`src/rtl/fp_pkg.sv`:
```
// Shared definitions for the float32 add/sub normaliser:
// FP32 field widths, FSM state encoding and the result status flags.
package fp_pkg;

  localparam int MANT_W   = 24;
  localparam int EXP_W    = 8;
  localparam int EXP_BIAS = 127;
  localparam int EXP_INF  = 255;

  typedef enum logic [1:0] {
    IDLE  = 2'd0,
    SHIFT = 2'd1,
    DONE  = 2'd2
  } norm_state_t;

  typedef struct packed {
    logic zero;
    logic denorm;
    logic ovf;
  } norm_flags_t;

endpackage

```
`src/rtl/fp_norm_shift_step.sv`:
```
// One normalisation step: left-shifts the mantissa towards the hidden bit
// and lowers the exponent to match, stopping at the hidden bit or at the
// denormal floor (exponent 1).
// Optional macro FP_NORM_FAST_SHIFT_EN enables a 4-bit step when the top
// nibble is clear and the exponent has room for it.
module fp_norm_shift_step #(
  parameter int MANT_W = fp_pkg::MANT_W,
  parameter int EXP_W  = fp_pkg::EXP_W
) (
  input  logic [MANT_W-1:0] mant_in,
  input  logic [EXP_W-1:0]  exp_in,
  output logic [MANT_W-1:0] mant_next,
  output logic [EXP_W-1:0]  exp_next,
  output logic              done
);

  // Decide whether normalisation is finished, otherwise take one step
  always_comb begin
    mant_next = mant_in;
    exp_next  = exp_in;
    done      = 1'b0;
    if (mant_in[MANT_W-1] || (exp_in <= EXP_W'(1))) begin
      done = 1'b1;
    end
`ifdef FP_NORM_FAST_SHIFT_EN
    else if ((mant_in[MANT_W-1 -: 4] == 4'b0000) && (exp_in > EXP_W'(4))) begin
      mant_next = mant_in << 4;
      exp_next  = exp_in - EXP_W'(4);
    end
`endif
    else begin
      mant_next = mant_in << 1;
      exp_next  = exp_in - EXP_W'(1);
    end
  end

endmodule

```
`src/rtl/fp_mant_normalize_seq.sv`:
```
// Multi-cycle mantissa normaliser for the float32 add/sub datapath.
// Takes the adder's magnitude sum (with carry-out), sign and larger
// exponent, normalises over one or more cycles and presents the fraction,
// exponent and status flags on a valid/ready handshake.
// Optional macro FP_NORM_FAST_SHIFT_EN (in fp_norm_shift_step) speeds up
// long left shifts without changing results.
module fp_mant_normalize_seq
  import fp_pkg::*;
#(
  parameter int MANT_W = fp_pkg::MANT_W,
  parameter int EXP_W  = fp_pkg::EXP_W
) (
  input  logic               clk,
  input  logic               rst_n,
  input  logic               in_valid,
  output logic               in_ready,
  input  logic               in_sign,
  input  logic [EXP_W-1:0]   in_exp,
  input  logic [MANT_W:0]    in_mant,
  output logic               out_valid,
  input  logic               out_ready,
  output logic               out_sign,
  output logic [EXP_W-1:0]   out_exp,
  output logic [MANT_W-2:0]  out_frac,
  output logic               out_sticky,
  output logic               out_zero,
  output logic               out_denorm,
  output logic               out_ovf
);

  localparam logic [EXP_W-1:0] EXP_ALL_ONES = {EXP_W{1'b1}};

  norm_state_t       state_q, state_d;
  logic [MANT_W-1:0] mant_q, mant_d;
  logic [EXP_W-1:0]  exp_q, exp_d;
  logic              sign_q, sign_d;
  logic              sticky_q, sticky_d;
  norm_flags_t       flags_q, flags_d;

  logic [EXP_W-1:0]  exp_eff;
  logic [EXP_W-1:0]  exp_inc;
  logic [MANT_W-1:0] step_mant;
  logic [EXP_W-1:0]  step_exp;
  logic              step_done;

  // A zero exponent behaves as 1 so denormal inputs share the normal path
  assign exp_eff = (in_exp == '0) ? EXP_W'(1) : in_exp;
  assign exp_inc = exp_eff + EXP_W'(1);

  fp_norm_shift_step #(
    .MANT_W (MANT_W),
    .EXP_W  (EXP_W)
  ) u_step (
    .mant_in   (mant_q),
    .exp_in    (exp_q),
    .mant_next (step_mant),
    .exp_next  (step_exp),
    .done      (step_done)
  );

  // Next-state and datapath update for the IDLE/SHIFT/DONE sequence
  always_comb begin
    state_d  = state_q;
    mant_d   = mant_q;
    exp_d    = exp_q;
    sign_d   = sign_q;
    sticky_d = sticky_q;
    flags_d  = flags_q;
    case (state_q)
      IDLE: begin
        if (in_valid) begin
          sign_d   = in_sign;
          sticky_d = 1'b0;
          flags_d  = '0;
          exp_d    = exp_eff;
          mant_d   = in_mant[MANT_W-1:0];
          if (in_mant == '0) begin
            mant_d       = '0;
            exp_d        = '0;
            sign_d       = 1'b0;
            flags_d.zero = 1'b1;
            state_d      = DONE;
          end else if (in_mant[MANT_W]) begin
            mant_d   = in_mant[MANT_W:1];
            exp_d    = exp_inc;
            sticky_d = in_mant[0];
            if (exp_inc == EXP_ALL_ONES) begin
              mant_d      = {1'b1, {(MANT_W-1){1'b0}}};
              flags_d.ovf = 1'b1;
            end
            state_d = DONE;
          end else if (in_mant[MANT_W-1]) begin
            state_d = DONE;
          end else begin
            state_d = SHIFT;
          end
        end
      end
      SHIFT: begin
        if (step_done) begin
          state_d = DONE;
          if (!mant_q[MANT_W-1]) begin
            exp_d          = '0;
            flags_d.denorm = 1'b1;
          end
        end else begin
          mant_d = step_mant;
          exp_d  = step_exp;
        end
      end
      DONE: begin
        if (out_ready) begin
          state_d = IDLE;
        end
      end
      default: state_d = IDLE;
    endcase
  end

  // State and datapath registers; reset drops any word in flight
  always_ff @(posedge clk or negedge rst_n) begin
    if (!rst_n) begin
      state_q  <= IDLE;
      mant_q   <= '0;
      exp_q    <= '0;
      sign_q   <= 1'b0;
      sticky_q <= 1'b0;
      flags_q  <= '0;
    end else begin
      state_q  <= state_d;
      mant_q   <= mant_d;
      exp_q    <= exp_d;
      sign_q   <= sign_d;
      sticky_q <= sticky_d;
      flags_q  <= flags_d;
    end
  end

  assign in_ready   = (state_q == IDLE);
  assign out_valid  = (state_q == DONE);
  assign out_sign   = sign_q;
  assign out_exp    = exp_q;
  assign out_frac   = mant_q[MANT_W-2:0];
  assign out_sticky = sticky_q;
  assign out_zero   = flags_q.zero;
  assign out_denorm = flags_q.denorm;
  assign out_ovf    = flags_q.ovf;

endmodule

```
`config.mk`:
```
export PLATFORM = sky130hd
export DESIGN_NAME = fp_mant_normalize_seq
export DESIGN_NICKNAME = d
export VERILOG_FILES = /design/src/rtl/fp_pkg.sv /design/src/rtl/fp_norm_shift_step.sv /design/src/rtl/fp_mant_normalize_seq.sv
export SDC_FILE = /design/constraint.sdc
export NUM_CORES = 1
export LEC_CHECK = 0
export CORE_MARGIN = 2
export CORE_UTILIZATION = 45
export DETAILED_ROUTE_END_ITERATION = 7
export PLACE_DENSITY = 0.75
export SLEW_MARGIN = 20
export SYNTH_ARGS = -nofsm -noshare
export SYNTH_HDL_FRONTEND = slang
export SYNTH_SLANG_ARGS = --single-unit
```
`constraint.sdc`:
```
create_clock -name clk -period 2.4 [get_ports clk]
set_clock_uncertainty 0.1 [all_clocks]
set_input_delay 0.48 -clock clk [delete_from_list [all_inputs] [get_ports clk]]
set_output_delay 0.48 -clock clk [all_outputs]
set_load 0.01 [all_outputs]
```
==> impl_metrics.toml, run 1 <==
[route]
met3_length_um = 547
wl_met1_um = 3390
routedWlPerCell_um = 16.5
dr.max_layer_used = "met4"
routed-wl-met2_um = 3350
dr.first_iter.drc_count = 285
drc = 0
vias_per_cell = 5.88
antenna_left = 0
vias = 2624
routed_wl_um = 7370
dr.pass1.iters = 5

[placement]
globalplace.congestion = 0.881
dp_hpwl_um = 5340
numPortBuffers = 75

[yosys]
synth_area_leaders = "dfrtp_1 35%, mux2_4 9.7%, a21oi_1 8.6%"
synth_area_leader_cell = "dfrtp_1"
postSynthCellCount = 313
ys_seq_area_share_pct = 35.1
yosys.area.top_type_share_pct = 35.1
synth_nets = 353
yosys_register_bits = 39
syn_area_um2 = 2780
synth_cell_types = 42
ys.warnings.count = 0
avgSynthCellArea_um2 = 8.89

[grt]
grt_max_degree = 40
grt-ovfl-total = 0
grt_usage_pct = 22.4
grt_pass1_wl_um = 11900
antenna_found_initial = 0
grt_pass1_vias = 2457

[critical_path]
reg2reg_from = "out_exp[0]"
cp-end-kind = "flop"
start_kind = "flop"
crit_chain = "inv_1 -> ha_1 -> or2_2 -> a31o_4 -> and2_4 -> mux2_4"
criticalPathCategory = "reg -> reg"
worst-path-max-fanout = 23
r2r_end = "mant_q[19]"
slowest_delay_ps = 480
reg2reg_depth = 6
rrSetupSlack_ps = 100
slowest_stage = "dfrtp_1"
crit_required_ps = 2480
arrival_ps = 2380

[timing]
max_slew_margin_pct = 72.0
rsz0062_at_grt = "false"
fin_crit_sh_pct = 95.8
worst_slew_pin_slew_ps = 420
tns_ps = 0
slew_viol_final = 0
setup_viol = 0
fmax_mhz = 435
holdWs_ps = 47.0
fin_crit_ps = 2300
hold_viol_final = 0

[cells_and_area]
seqCellArea_um2 = 976
antenna_cells = 0
drive_gt1_share_pct = 15.1
final_common_cell = "clkdlybuf4s50_1"
fillers = 533
final_util_pct = 60.6
area_growth_pct = 29.8
multi_input_area_um2 = 1500
final_cell_mix = "74 x clkdlybuf4s50_1, 48 x a21oi_1, 39 x dfrtp_1"
nNetsFinal = 410

[power_and_ir_drop]
p_comb_share_pct = 52.1
sw_frac_of_total_pct = 36.3
p_per_area_nw_per_um2 = 1020
p_leak_nw = 1.47
vdd_ir_drop_max_mv = 0.623
p_sw_w = 0.00134
p_seq_share_pct = 34.4
p_int_w = 0.00235
p_clk_share_pct = 13.4

[clock_tree]
cts_sinks = 39
cts_buffers = 5
clockRootBuffer = "clkbuf_8"
cts_setup_buffers = 0
cts_tree = "yes"
clock_latency_ps = 290
hold_buffers = 0
clockBufferDepth = 2
cts_resized = 0
htreeDepth = 2
path_clk_slew_ps = 80

[floorplanning]
row_count = 28
initial_core_util_pct = 46.7
core-area_um2 = 5960
die-area_um2 = 6830
ios = 76
die_h_um = 82.6
chipWidth_um = 82.6

[status]
outcome = "completed"

[worst_hold_path]
hp-class = "in -> async"

[flow_run]
max_cap_viol_count = 0
metrics by stage:
| step | worst slack (ps) | instance area [um2] | instances | total power [W] |
|---|---|---|---|---|
| floorplan | 120 | 2780 | 313 | 0.00254 |
| global placement | 128 | 3510 | 438 | 0.00317 |
| detailed placement | 111 | 3510 | 438 | 0.00319 |
| CTS | 106 | 3610 | 446 | 0.00370 |
| global route | 7.29 | 3610 | 446 | 0.00393 |
| finish | 101 | 3610 | 446 | 0.00369 |
registers in the layout (all words and copies together), names as in the netlist:
register and count:
state_q 2, mant_q 24, out_exp 8, out_denorm 1, out_sign 1, out_sticky 1, out_ovf 1, out_zero 1
cell usage after synthesis, drive strengths merged:
master and n:
o221ai 5, nor2b 4, or3b 1, buf 27, o211ai 25, nor4 7, a2bb2oi 1, and2b 1
nand4 4, ha 2, a31o 1, a31oi 2, o311ai 2, or2 4, o31ai 4, nor3 6
o2bb2ai 1, a221oi 1, inv 5, or3 1, xor2 4, and4 1, o41ai 1, a21o 2
dfrtp 39, nand4b 1, and2 1, o21ai 6, o2111ai 1, mux2 22, nor2 37, a21oi 48
a211oi 1, nand3 7, a32o 1, nand2 11, clkbuf 18, nand2b 5, xnor2 3
metal layers:
layer  up-vias  track usage, %
met5         -               0
met4         0            4.59
met3        14            4.35
met2       139            34.3
met1      1241            32.9
li1       1230               -
final cells by class:
cell class              instances  area share, %
clock buffers                   8           2.77
inverters                       5          0.520
multi-input cells             224           41.6
flip-flops and latches         39           27.0
well taps                      75           2.60
repair buffers                 95           25.5
critical path: cells and delay by family (launching register included):
family,cells,cell delay [ps]
fa+ha+maj,1,270
simple gates,2,640
mux,1,340
flops,1,480
compound gates,1,270
buf+inv,1,70
power by group through the flow:
stage / logic (W) / clock network, W / registers [W]
2_1_floorplan: 0.00132 / 0 / 0.00122
3_3_place_gp: 0.00190 / 0 / 0.00127
3_5_place_dp: 0.00192 / 0 / 0.00127
4_1_cts: 0.00193 / 0.000502 / 0.00126
5_1_grt: 0.00208 / 0.000538 / 0.00131
6_report: 0.00192 / 0.000496 / 0.00127
worst max-delay path by stage:
stage                    start         end
floorplan           out_exp[0]  mant_q[11]
global placement    out_exp[0]  mant_q[15]
detailed placement  out_exp[0]  mant_q[17]
CTS                 out_exp[0]  mant_q[19]
global route        out_exp[0]  mant_q[16]
finish              out_exp[0]  mant_q[19]
logic make-up after synthesis:
logic type / after synthesis / synth area share [%]
compound gates: 102 / 23.6
mux: 22 / 11.3
buf+inv: 50 / 10.9
xor+xnor: 7 / 2.20
simple gates: 91 / 16.0
flops: 39 / 35.1
fa+ha+maj: 2 / 0.900
No activity file was read; power rests on OpenSTA's default activity.
==> inputs of run 2 (changes only) <==
--- a/config.mk
+++ b/config.mk
@@ -9,6 +9,7 @@
 export CORE_UTILIZATION = 45
 export DETAILED_ROUTE_END_ITERATION = 7
 export PLACE_DENSITY = 0.75
+export SETUP_SLACK_MARGIN = 0.4
 export SLEW_MARGIN = 20
 export SYNTH_ARGS = -nofsm -noshare
 export SYNTH_HDL_FRONTEND = slang
==> impl_metrics.toml, run 2 (synthesized netlist as in run 1, its figures left out) <==
[critical_path]
arrival_ps = 2120
worst-path-max-fanout = 21
crit_family = "buffers and inverters"
slowest_stage = "clkdlybuf4s50_1"
crit_buf_inv = 2
crit_required_ps = 2490
criticalPathCategory = "in -> reg"
reg2reg_depth = 6
start_kind = "primary input"
rrSetupSlack_ps = 450
slowest_delay_ps = 570
crit_chain = "clkdlybuf4s50_1 -> nand4b_1 -> buf_6 -> o211ai_1 -> a21oi_1 -> mux2_4"
cp-end-kind = "flop"
r2r_end = "mant_q[3]"
reg2reg_from = "out_exp[0]"

[cells_and_area]
nNetsFinal = 423
final_util_pct = 63.3
final_common_cell = "clkdlybuf4s50_1"
largest_reg_flops = 24
regMostFlops = "mant_q"
antenna_cells = 0
final_cell_mix = "71 x clkdlybuf4s50_1, 48 x a21oi_1, 37 x nor2_1, 37 x dfrtp_1, 26 x buf_4"
area_growth_pct = 35.5
drive_gt1_share_pct = 21.1

[route]
dr.first_iter.drc_count = 333
routed_wl_um = 8180
routedWlPerCell_um = 17.8
dr.pass1.iters = 5
vias = 2763
antenna_left = 0
drc = 0
vias_per_cell = 6.02

[grt]
antenna_found_initial = 0
grt_pass1_wl_um = 12700
grt_max_degree = 26
grt_usage_pct = 24.4
grt_pass1_vias = 2573
grt-ovfl-total = 0

[clock_tree]
clock_latency_ps = 300
cts_tree = "yes"
cts_sinks = 39
path_clk_slew_ps = 80
cts_buffers = 5
clockBufferDepth = 2
clockRootBuffer = "clkbuf_8"
htreeDepth = 2

[timing]
rsz0062_at_grt = "true"
holdWs_ps = 59.5
fin_crit_ps = 2030
fmax_mhz = 493
slew_viol_final = 0
max_slew_margin_pct = 44.7
tns_ps = 0
hold_viol_final = 0
fin_crit_sh_pct = 84.5
worst_slew_pin_slew_ps = 829
fin_ws_ps = 372
setup_viol = 0

[placement]
numPortBuffers = 75
globalplace.congestion = 0.882
dp_hpwl_um = 5510
pre_cts_ws_ps = 60.5

[power_and_ir_drop]
p_leak_nw = 1.54
sw_frac_of_total_pct = 36.5
p_per_area_nw_per_um2 = 1050
p_sw_w = 0.00144
vdd_ir_drop_max_mv = 0.558
p_int_w = 0.00251
p_clk_share_pct = 14.7
p_seq_share_pct = 32.4
p_comb_share_pct = 52.9

[floorplanning]
initial_core_util_pct = 46.7
row_count = 28
chipWidth_um = 82.6
die-area_um2 = 6830
die_h_um = 82.6
ios = 76
core-area_um2 = 5960

[flow_run]
max_cap_viol_count = 0

[status]
outcome = "completed"

[worst_hold_path]
hp-class = "in -> async"
## run 2: changes by cell type in the layout (fill, tap and decap cells not counted), sizes merged
cell / previous run / this run
buf: 21 / 31
clkinv: 0 / 1
dlygate4sd2: 0 / 3
clkbuf: 8 / 6
and2: 1 / 4
clkdlybuf4s50: 74 / 71
bufinv: 0 / 1
## run 2: stage by stage
step           area (um2)  instances  power (W)
6_report             3770        459    0.00395
3_5_place_dp         3520        438    0.00326
3_3_place_gp         3520        438    0.00322
2_1_floorplan        2810        313    0.00259
5_1_grt              3770        459    0.00418
4_1_cts              3650        447    0.00386
## run 2: per-layer routing
| layer | wire [um] | up-vias | track usage (%) |
|---|---|---|---|
| li1 | - | 1265 | - |
| met1 | 3520 | 1319 | 33.3 |
| met2 | 3810 | 150 | 39.1 |
| met3 | 630 | 29 | 3.80 |
| met4 | 215 | 0 | 8.85 |
| met5 | 0 | - | 0 |
## run 2: power groups by stage
stage	Combinational, W	Clock [W]	Sequential, W
5_1_grt	0.00224	0.000610	0.00132
3_5_place_dp	0.00198	0	0.00128
6_report	0.00209	0.000581	0.00128
3_3_place_gp	0.00195	0	0.00128
4_1_cts	0.00200	0.000590	0.00127
2_1_floorplan	0.00136	0	0.00123
## run 2: worst max-delay path by stage
stage                          start         end  cells after the start
final                      in_exp[7]  mant_q[22]                      6
after global routing       in_exp[5]  mant_q[22]                      6
after CTS                 out_exp[0]  mant_q[15]                      6
after detailed placement   in_exp[6]  mant_q[22]                      6
after global placement     in_exp[6]  mant_q[16]                      6
after floorplan           state_q[1]  mant_q[11]                      7
## run 2: area by class of cell
| cell class | count | area [um2] |
|---|---|---|
| clock inverter | 2 | 35.0 |
| inverter | 5 | 18.8 |
| clock buffer | 6 | 82.6 |
| tap | 75 | 93.8 |
| timing repair buffer | 105 | 985 |
| multi-input combinational | 227 | 1580 |
| fill | 511 | 2190 |
| sequential | 39 | 978 |
## run 2: repair_timing
item	4_1_cts	5_1_grt
setup buffers	0	10
gates cloned	1	2
endpoints found under the setup margin	23	28
resized for setup	4	9
hold buffers	0	0
pin swaps	1	8
